$ cat src/rtl/alu_seq_pkg.sv
// alu_seq_pkg: shared states, instruction classes, opcodes and
// datapath select/ALU constants for the Mini SRC ALU sequencer.
package alu_seq_pkg;

  typedef enum logic [3:0] {
    S_IDLE,
    S_T0,
    S_T1,
    S_T2,
    S_DEC,
    S_T3,
    S_T4,
    S_T5,
    S_T6,
    S_DONE
  } state_e;

  typedef enum logic [1:0] {
    CLS_BIN,
    CLS_UN,
    CLS_WIDE,
    CLS_ILL
  } cls_e;

  localparam logic [4:0] OPC_ADD = 5'd0;
  localparam logic [4:0] OPC_SUB = 5'd1;
  localparam logic [4:0] OPC_AND = 5'd2;
  localparam logic [4:0] OPC_OR  = 5'd3;
  localparam logic [4:0] OPC_SHR = 5'd4;
  localparam logic [4:0] OPC_SHL = 5'd5;
  localparam logic [4:0] OPC_ROR = 5'd6;
  localparam logic [4:0] OPC_ROL = 5'd7;
  localparam logic [4:0] OPC_MUL = 5'd8;
  localparam logic [4:0] OPC_DIV = 5'd9;
  localparam logic [4:0] OPC_NEG = 5'd10;
  localparam logic [4:0] OPC_NOT = 5'd11;

  localparam logic [3:0] ALU_ADD = 4'b0000;
  localparam logic [3:0] ALU_SUB = 4'b0001;
  localparam logic [3:0] ALU_AND = 4'b0010;
  localparam logic [3:0] ALU_OR  = 4'b0011;
  localparam logic [3:0] ALU_SHR = 4'b0100;
  localparam logic [3:0] ALU_SHL = 4'b0101;
  localparam logic [3:0] ALU_ROR = 4'b0110;
  localparam logic [3:0] ALU_ROL = 4'b0111;
  localparam logic [3:0] ALU_MUL = 4'b1000;
  localparam logic [3:0] ALU_DIV = 4'b1001;
  localparam logic [3:0] ALU_NOT = 4'b1010;
  localparam logic [3:0] ALU_NEG = 4'b1011;

  localparam logic [4:0] SEL_GP  = 5'b00000;
  localparam logic [4:0] SEL_ZHI = 5'b10010;
  localparam logic [4:0] SEL_ZLO = 5'b10011;
  localparam logic [4:0] SEL_PC  = 5'b10100;
  localparam logic [4:0] SEL_MDR = 5'b10101;

  typedef struct packed {
    cls_e       cls;
    logic [3:0] alu_op;
  } dec_t;

  function automatic dec_t decode_opc(
    input logic [4:0] opc
  );
    dec_t d;
    d.cls    = CLS_ILL;
    d.alu_op = 4'b0000;
    unique case (opc)
      OPC_ADD: d = '{CLS_BIN, ALU_ADD};
      OPC_SUB: d = '{CLS_BIN, ALU_SUB};
      OPC_AND: d = '{CLS_BIN, ALU_AND};
      OPC_OR:  d = '{CLS_BIN, ALU_OR};
      OPC_SHR: d = '{CLS_BIN, ALU_SHR};
      OPC_SHL: d = '{CLS_BIN, ALU_SHL};
      OPC_ROR: d = '{CLS_BIN, ALU_ROR};
      OPC_ROL: d = '{CLS_BIN, ALU_ROL};
      OPC_MUL: d = '{CLS_WIDE, ALU_MUL};
      OPC_DIV: d = '{CLS_WIDE, ALU_DIV};
      OPC_NEG: d = '{CLS_UN, ALU_NEG};
      OPC_NOT: d = '{CLS_UN, ALU_NOT};
      default: d = '{CLS_ILL, 4'b0000};
    endcase
    return d;
  endfunction

endpackage

$ cat src/rtl/instr_class_decode.sv
// instr_class_decode: combinational opcode -> class and ALU op.
// Undefined opcodes report CLS_ILL with a zero ALU op.
module instr_class_decode
  import alu_seq_pkg::*;
#(
  parameter int OPC_W    = 5,
  parameter int ALU_OP_W = 4
) (
  input  logic [OPC_W-1:0]    i_opc,
  output cls_e                o_cls,
  output logic [ALU_OP_W-1:0] o_alu_op
);

  dec_t w_dec;

  assign w_dec    = decode_opc(5'(i_opc));
  assign o_cls    = w_dec.cls;
  assign o_alu_op = ALU_OP_W'(w_dec.alu_op);

endmodule

$ cat src/rtl/alu_instr_sequencer.sv
// alu_instr_sequencer: Mini SRC fetch + one register ALU instruction.
// Define SEQ_SINGLE_STEP_EN to add the step input for single-stepping.
module alu_instr_sequencer
  import alu_seq_pkg::*;
#(
  parameter int DATA_W   = 32,
  parameter int NREG     = 16,
  parameter int OPC_W    = 5,
  parameter int ALU_OP_W = 4,
  parameter int SEL_W    = 5,
  localparam int REG_W   = $clog2(NREG)
) (
  input  logic                clock,
  input  logic                clear,
  input  logic                start,
`ifdef SEQ_SINGLE_STEP_EN
  input  logic                step,
`endif
  output logic                busy,
  output logic                done,
  output logic                illegal,
  input  logic [DATA_W-1:0]   ir_in,
  input  logic                mem_ack,
  output logic                MDR_read,
  output logic [SEL_W-1:0]    BusDataSelect,
  output logic [REG_W-1:0]    GP_addr,
  output logic                e_PC,
  output logic                e_IR,
  output logic                e_Y,
  output logic                e_Z,
  output logic                e_HI,
  output logic                e_LO,
  output logic                e_MDR,
  output logic                e_MAR,
  output logic                e_GP,
  output logic                incPC,
  output logic [ALU_OP_W-1:0] alu_op
);

  localparam int RA_HI = 31 - OPC_W;
  localparam int RB_HI = RA_HI - REG_W;
  localparam int RC_HI = RB_HI - REG_W;
  localparam int LO_HI = RC_HI - REG_W;

  state_e              r_state;
  state_e              w_nxt;
  cls_e                r_cls;
  cls_e                w_cls;
  logic [ALU_OP_W-1:0] r_alu_op;
  logic [ALU_OP_W-1:0] w_alu_op;
  logic [REG_W-1:0]    r_ra;
  logic [REG_W-1:0]    r_rb;
  logic [REG_W-1:0]    r_rc;
  logic                r_illegal;
  logic                w_step;
  logic                w_unused_ir;

`ifdef SEQ_SINGLE_STEP_EN
  assign w_step = step;
`else
  assign w_step = 1'b1;
`endif

  assign w_unused_ir = ^ir_in[LO_HI:0];

  instr_class_decode #(
    .OPC_W    (OPC_W),
    .ALU_OP_W (ALU_OP_W)
  ) u_dec (
    .i_opc    (ir_in[31 -: OPC_W]),
    .o_cls    (w_cls),
    .o_alu_op (w_alu_op)
  );

  always_ff @(posedge clock) begin
    if (!clear) begin
      r_state   <= S_IDLE;
      r_cls     <= CLS_BIN;
      r_alu_op  <= '0;
      r_ra      <= '0;
      r_rb      <= '0;
      r_rc      <= '0;
      r_illegal <= 1'b0;
    end else begin
      r_state <= w_nxt;
      if (r_state == S_DEC && w_step) begin
        r_cls     <= w_cls;
        r_alu_op  <= w_alu_op;
        r_ra      <= ir_in[RA_HI -: REG_W];
        r_rb      <= ir_in[RB_HI -: REG_W];
        r_rc      <= ir_in[RC_HI -: REG_W];
        r_illegal <= (w_cls == CLS_ILL);
      end
    end
  end

  always_comb begin
    w_nxt         = r_state;
    busy          = (r_state != S_IDLE);
    done          = 1'b0;
    illegal       = 1'b0;
    MDR_read      = 1'b0;
    BusDataSelect = '0;
    GP_addr       = '0;
    e_PC          = 1'b0;
    e_IR          = 1'b0;
    e_Y           = 1'b0;
    e_Z           = 1'b0;
    e_HI          = 1'b0;
    e_LO          = 1'b0;
    e_MDR         = 1'b0;
    e_MAR         = 1'b0;
    e_GP          = 1'b0;
    incPC         = 1'b0;
    alu_op        = '0;
    unique case (r_state)
      S_IDLE: begin
        if (start) w_nxt = S_T0;
      end
      S_T0: begin
        BusDataSelect = SEL_W'(SEL_PC);
        e_MAR         = w_step;
        incPC         = w_step;
        e_Z           = w_step;
        if (w_step) w_nxt = S_T1;
      end
      S_T1: begin
        BusDataSelect = SEL_W'(SEL_ZLO);
        e_PC          = w_step;
        MDR_read      = w_step;
        e_MDR         = w_step;
        if (w_step && mem_ack) w_nxt = S_T2;
      end
      S_T2: begin
        BusDataSelect = SEL_W'(SEL_MDR);
        e_IR          = w_step;
        if (w_step) w_nxt = S_DEC;
      end
      S_DEC: begin
        if (w_step) begin
          unique case (w_cls)
            CLS_BIN, CLS_WIDE: w_nxt = S_T3;
            CLS_UN:            w_nxt = S_T4;
            default:           w_nxt = S_DONE;
          endcase
        end
      end
      S_T3: begin
        BusDataSelect = SEL_W'(SEL_GP);
        GP_addr       = r_rb;
        e_Y           = w_step;
        alu_op        = r_alu_op;
        if (w_step) w_nxt = S_T4;
      end
      S_T4: begin
        BusDataSelect = SEL_W'(SEL_GP);
        GP_addr       = (r_cls == CLS_UN) ? r_rb : r_rc;
        e_Z           = w_step;
        alu_op        = r_alu_op;
        if (w_step) w_nxt = S_T5;
      end
      S_T5: begin
        BusDataSelect = SEL_W'(SEL_ZLO);
        alu_op        = r_alu_op;
        if (r_cls == CLS_WIDE) begin
          e_LO = w_step;
          if (w_step) w_nxt = S_T6;
        end else begin
          GP_addr = r_ra;
          e_GP    = w_step;
          if (w_step) w_nxt = S_DONE;
        end
      end
      S_T6: begin
        BusDataSelect = SEL_W'(SEL_ZHI);
        e_HI          = w_step;
        alu_op        = r_alu_op;
        if (w_step) w_nxt = S_DONE;
      end
      S_DONE: begin
        // done is gated so a held DONE still yields one pulse
        done    = w_step;
        illegal = w_step & r_illegal;
        alu_op  = r_alu_op;
        if (w_step) w_nxt = S_IDLE;
      end
      default: w_nxt = S_IDLE;
    endcase
  end

endmodule
$ cat config.mk
export PLATFORM = sky130hd
export DESIGN_NAME = alu_instr_sequencer
export DESIGN_NICKNAME = d
export VERILOG_FILES = /design/src/rtl/alu_seq_pkg.sv /design/src/rtl/instr_class_decode.sv /design/src/rtl/alu_instr_sequencer.sv
export SDC_FILE = /design/constraint.sdc
export NUM_CORES = 1
export LEC_CHECK = 0
export CELL_PAD_IN_SITES_DETAIL_PLACEMENT = 0
export CELL_PAD_IN_SITES_GLOBAL_PLACEMENT = 1
export CORE_ASPECT_RATIO = 0.6
export CORE_UTILIZATION = 26
export CTS_CLUSTER_SIZE = 8
export DETAILED_ROUTE_END_ITERATION = 8
export PLACE_DENSITY_LB_ADDON = 0.15
export SKIP_LAST_GASP = 1
export SLEW_MARGIN = 20
export SYNTH_ARGS = -nofsm -noshare
export SYNTH_HDL_FRONTEND = slang
export SYNTH_SLANG_ARGS = --single-unit
export TNS_END_PERCENT = 5
$ cat constraint.sdc
create_clock -name clock -period 1.7 [get_ports clock]
set_input_delay 0.34 -clock clock [delete_from_list [all_inputs] [get_ports clock]]
set_output_delay 0.34 -clock clock [all_outputs]
set_load 0.005 [all_outputs]
==> results <==
## worst max-delay path by stage
stage	slack, ps	depth (start not counted)	end	startpoint
2_1_floorplan	-30	4	GP_addr[0]	r_state[2]
4_1_cts	-280	6	BusDataSelect[4]	r_state[1]
5_1_grt	-370	8	GP_addr[0]	r_state[1]
3_3_place_gp	-310	6	r_state[1]	r_state[1]
6_report	-290	6	BusDataSelect[4]	r_state[1]
3_5_place_dp	-350	6	r_state[1]	r_state[1]
## stage by stage
stage | total power [uW] | hold slack (ps) | setup TNS (ps) | worst slack (ps) | std cells
3_3_place_gp | 1420 | 440 | -6140 | -306 | 306
3_5_place_dp | 1440 | 449 | -7320 | -348 | 306
2_1_floorplan | 975 | 426 | -139 | -31.1 | 177
6_report | 1890 | 452 | -6420 | -287 | 322
5_1_grt | 2000 | 484 | -9640 | -367 | 322
4_1_cts | 1870 | 460 | -6480 | -283 | 321
## cells by family after synthesis
kind of cell / after synthesis
DFF: 23
other: 1
buffers and inverters: 19
muxes: 3
xor gates and xnor gates: 2
and+or+nand+nor: 83
AOI/OAI and AO/OA: 46
## worst min-delay path: stages, from the launching register on
cell      delay, ps
dfxtp_1         310
nand2_1          50
a21boi_1         50
## timing repair
action | in CTS | in global routing
buffers inserted | 11 | 1
pin swaps | 8 | 1
endpoints found under the setup margin | 44 | 46
gates resized for setup | 61 | 4
## flip-flops by register name, indices dropped and copies added, names as in the netlist
signal     count
r_illegal      1
r_rc           4
r_state        4
r_ra           4
r_cls          2
r_alu_op       4
r_rb           4
## layout make-up
class / count / share of cell area
clock buffer: 4 / 0.0194
inverter: 3 / 0.00486
multi-input combinational: 135 / 0.390
sequential: 23 / 0.204
tap: 63 / 0.0340
timing repair buffer: 94 / 0.347
## cell usage in the layout, fill, tap and decap left out, types with 5 or more instances in the layout
master and n:
dlygate4sd2_1 16, clkdlybuf4s50_1 25, nor2b_1 5, buf_4 44, a21boi_0 16, nor2_1 9, and2_1 9, dfxtp_1 19
nand2_1 34
## per-layer routing
layer,GRT usage,part of all wire,up-vias
met5,0,0,-
met4,0.0384,0.0093,0
met1,0.251,0.49,729
li1,-,-,773
met2,0.284,0.44,42
met3,0.0472,0.059,6
## power groups by stage
| stage | clock network [uW] | logic [uW] | registers [uW] |
|---|---|---|---|
| 6_report | 349 | 922 | 616 |
| 3_5_place_dp | 0 | 824 | 621 |
| 5_1_grt | 384 | 994 | 620 |
| 2_1_floorplan | 0 | 372 | 603 |
| 4_1_cts | 358 | 900 | 612 |
| 3_3_place_gp | 0 | 800 | 619 |
## Yosys cell counts, types with 4 or more instances
cell type | n | area [um^2]
nor3_1 | 5 | 25.0
a21oi_1 | 4 | 20.0
nor2b_1 | 5 | 31.3
o21ai_0 | 7 | 35.0
and2_1 | 9 | 56.3
clkbuf_1 | 10 | 37.5
dfxtp_1 | 23 | 460
a21boi_0 | 16 | 120
nand2b_1 | 7 | 43.8
nand2_1 | 34 | 128
buf_4 | 4 | 30.0
nand3_1 | 4 | 20.0
nor2_1 | 11 | 41.3
==> run_results.csv <==
group,metric,value,unit
power_and_ir_drop,p_per_area,814,mW/mm^2
clock_network,cts_max_level,1,
floorplan,die-area,0.00554,mm^2
critical_path,endpoint_kind,"output port",
clock_network,cts_made_buffers,3,
final_layout,fill_cells,494,
power_and_ir_drop,combPwrFrac,0.489,
logic_synthesis,synthCells,177,
logic_synthesis,synth_top_family_by_area,"simple AND/OR/NAND/NOR gates",
placement,dpl.hpwl,3380,um
final_layout,multi_input_area,905,um^2
drt,wire_per_inst,14.0,um
critical_path,path_buf_inv,3,
power_and_ir_drop,swShare,0.325,
timing,hold_viol,0,
final_layout,antennaDiodeCount,0,
logic_synthesis,async_flop_share,0,
logic_synthesis,synthSimpleGateAreaFrac,0.315,
final_layout,finish.utilization,0.483,
logic_synthesis,synth_xor_area_frac,0.0129,
hold_path,whs_endpoint,"r_alu_op[3]",
floorplan,start_util,0.283,
logic_synthesis,ys_seq_area_frac,0.338,
grt,grt_pass1_vias,1539,
final_layout,design_area,0.00232,mm^2
timing,fin_ws,-287,ps
timing,fin_crit,1990,ps
grt,grtUsageTotal,0.181,
drt,drt-total-wl,4510,um
clock_network,cts_tree,"built",
logic_synthesis,ys_ff_latch,23,
floorplan,core_region_area,0.00480,mm^2
logic_synthesis,syn-cell-area,0.00136,mm^2
critical_path,reg2reg_slack,-250,ps
outcome,status,"finished with violations",
final_layout,drive_gt1_frac,0.290,
grt,grt_pass1_wl,7580,um
critical_path,slowest_delay,370,ps
placement,place_congestion,0.884,
placement,portBuffers,46,
final_layout,layout.nets,296,
critical_path,worstPathArrival,1650,ps
drt,drt-pass1-iter-count,4,
outcome,violations,"negative setup slack",
timing,clock_skew,1.66,ps
grt,grt_max_degree,14,
logic_synthesis,synth_edf_count,0,
logic_synthesis,avgSynthCellArea,7.69,um^2
floorplan,ios,63,
clock_network,clock-sinks,23,
logic_synthesis,synth_compound_area_frac,0.239,
power_and_ir_drop,cellLeakagePower,0.000985,uW
logic_synthesis,ys_types,40,
drt,drt_first_iter_violations,47,
drt,drc,0,
drt,drt-vias-per-instance,4.81,
grt,antenna_found_initial,0,
logic_synthesis,yosysWarningCount,0,
hold_path,hp-class,"register to register",
clock_network,clk_latency,270,ps
power_and_ir_drop,ir_worst_vdd,0.445,mV
critical_path,crit_path_max_fanout,9,
drt,vias,1550,
power_and_ir_drop,clockPowerShare,0.185,
timing,rsz0062_at_grt,"true",
critical_path,cp_slowest_cell,"dfxtp_4",
critical_path,rr_worst_depth,6,
timing,maxSlewViolCount,0,
critical_path,r2r-start,"r_state[1]",
critical_path,criticalPathCategory,"register to output port",
grt,gr-total-overflow,0,
power_and_ir_drop,intPower,1270,uW
logic_synthesis,yosys.area_share.adder,0,
timing,finalCritPeriodShare,1.17,
logic_synthesis,synthMuxAreaShare,0.0221,
floorplan,rows,19,
run,max_cap_viol_count,0,
final_layout,seqCellArea,473,um^2
clock_network,clkTransAtPathRegs,80,ps
final_layout,area_growth,70.2,%
clock_network,holdBufCountCts,0,
critical_path,rr_endpoint,"r_state[1]",
drt,ant_nets,0,
power_and_ir_drop,p_seq_frac,0.327,
hold_path,min_from,"r_alu_op[3]",
critical_path,worstSetupStartpointType,"register",
critical_path,cp_cell_sequence,"buf_12 -> buf_4 -> xor2_1 -> a21o_1 -> nand2b_1 -> dlygate4sd2_1",
placement,dpl_cell_area,0.00210,mm^2
clock_network,clockRootBuffer,"clkbuf_8",
floorplan,die_h,58.1,um
critical_path,path_delay_family,"buffers and inverters",
logic_synthesis,ys.flop_type,"dfxtp_1",
logic_synthesis,synth_nets,213,
timing,setup_viol,44,
floorplan,fp.dieW,95.4,um
timing,fmax,0.503,GHz
critical_path,required,1360,ps
clock_network,cts_buffer_depth,2,
hold_path,whs_path_depth,2,
power_and_ir_drop,p_sw,613,uW
Power figures use the tool's default switching activity.
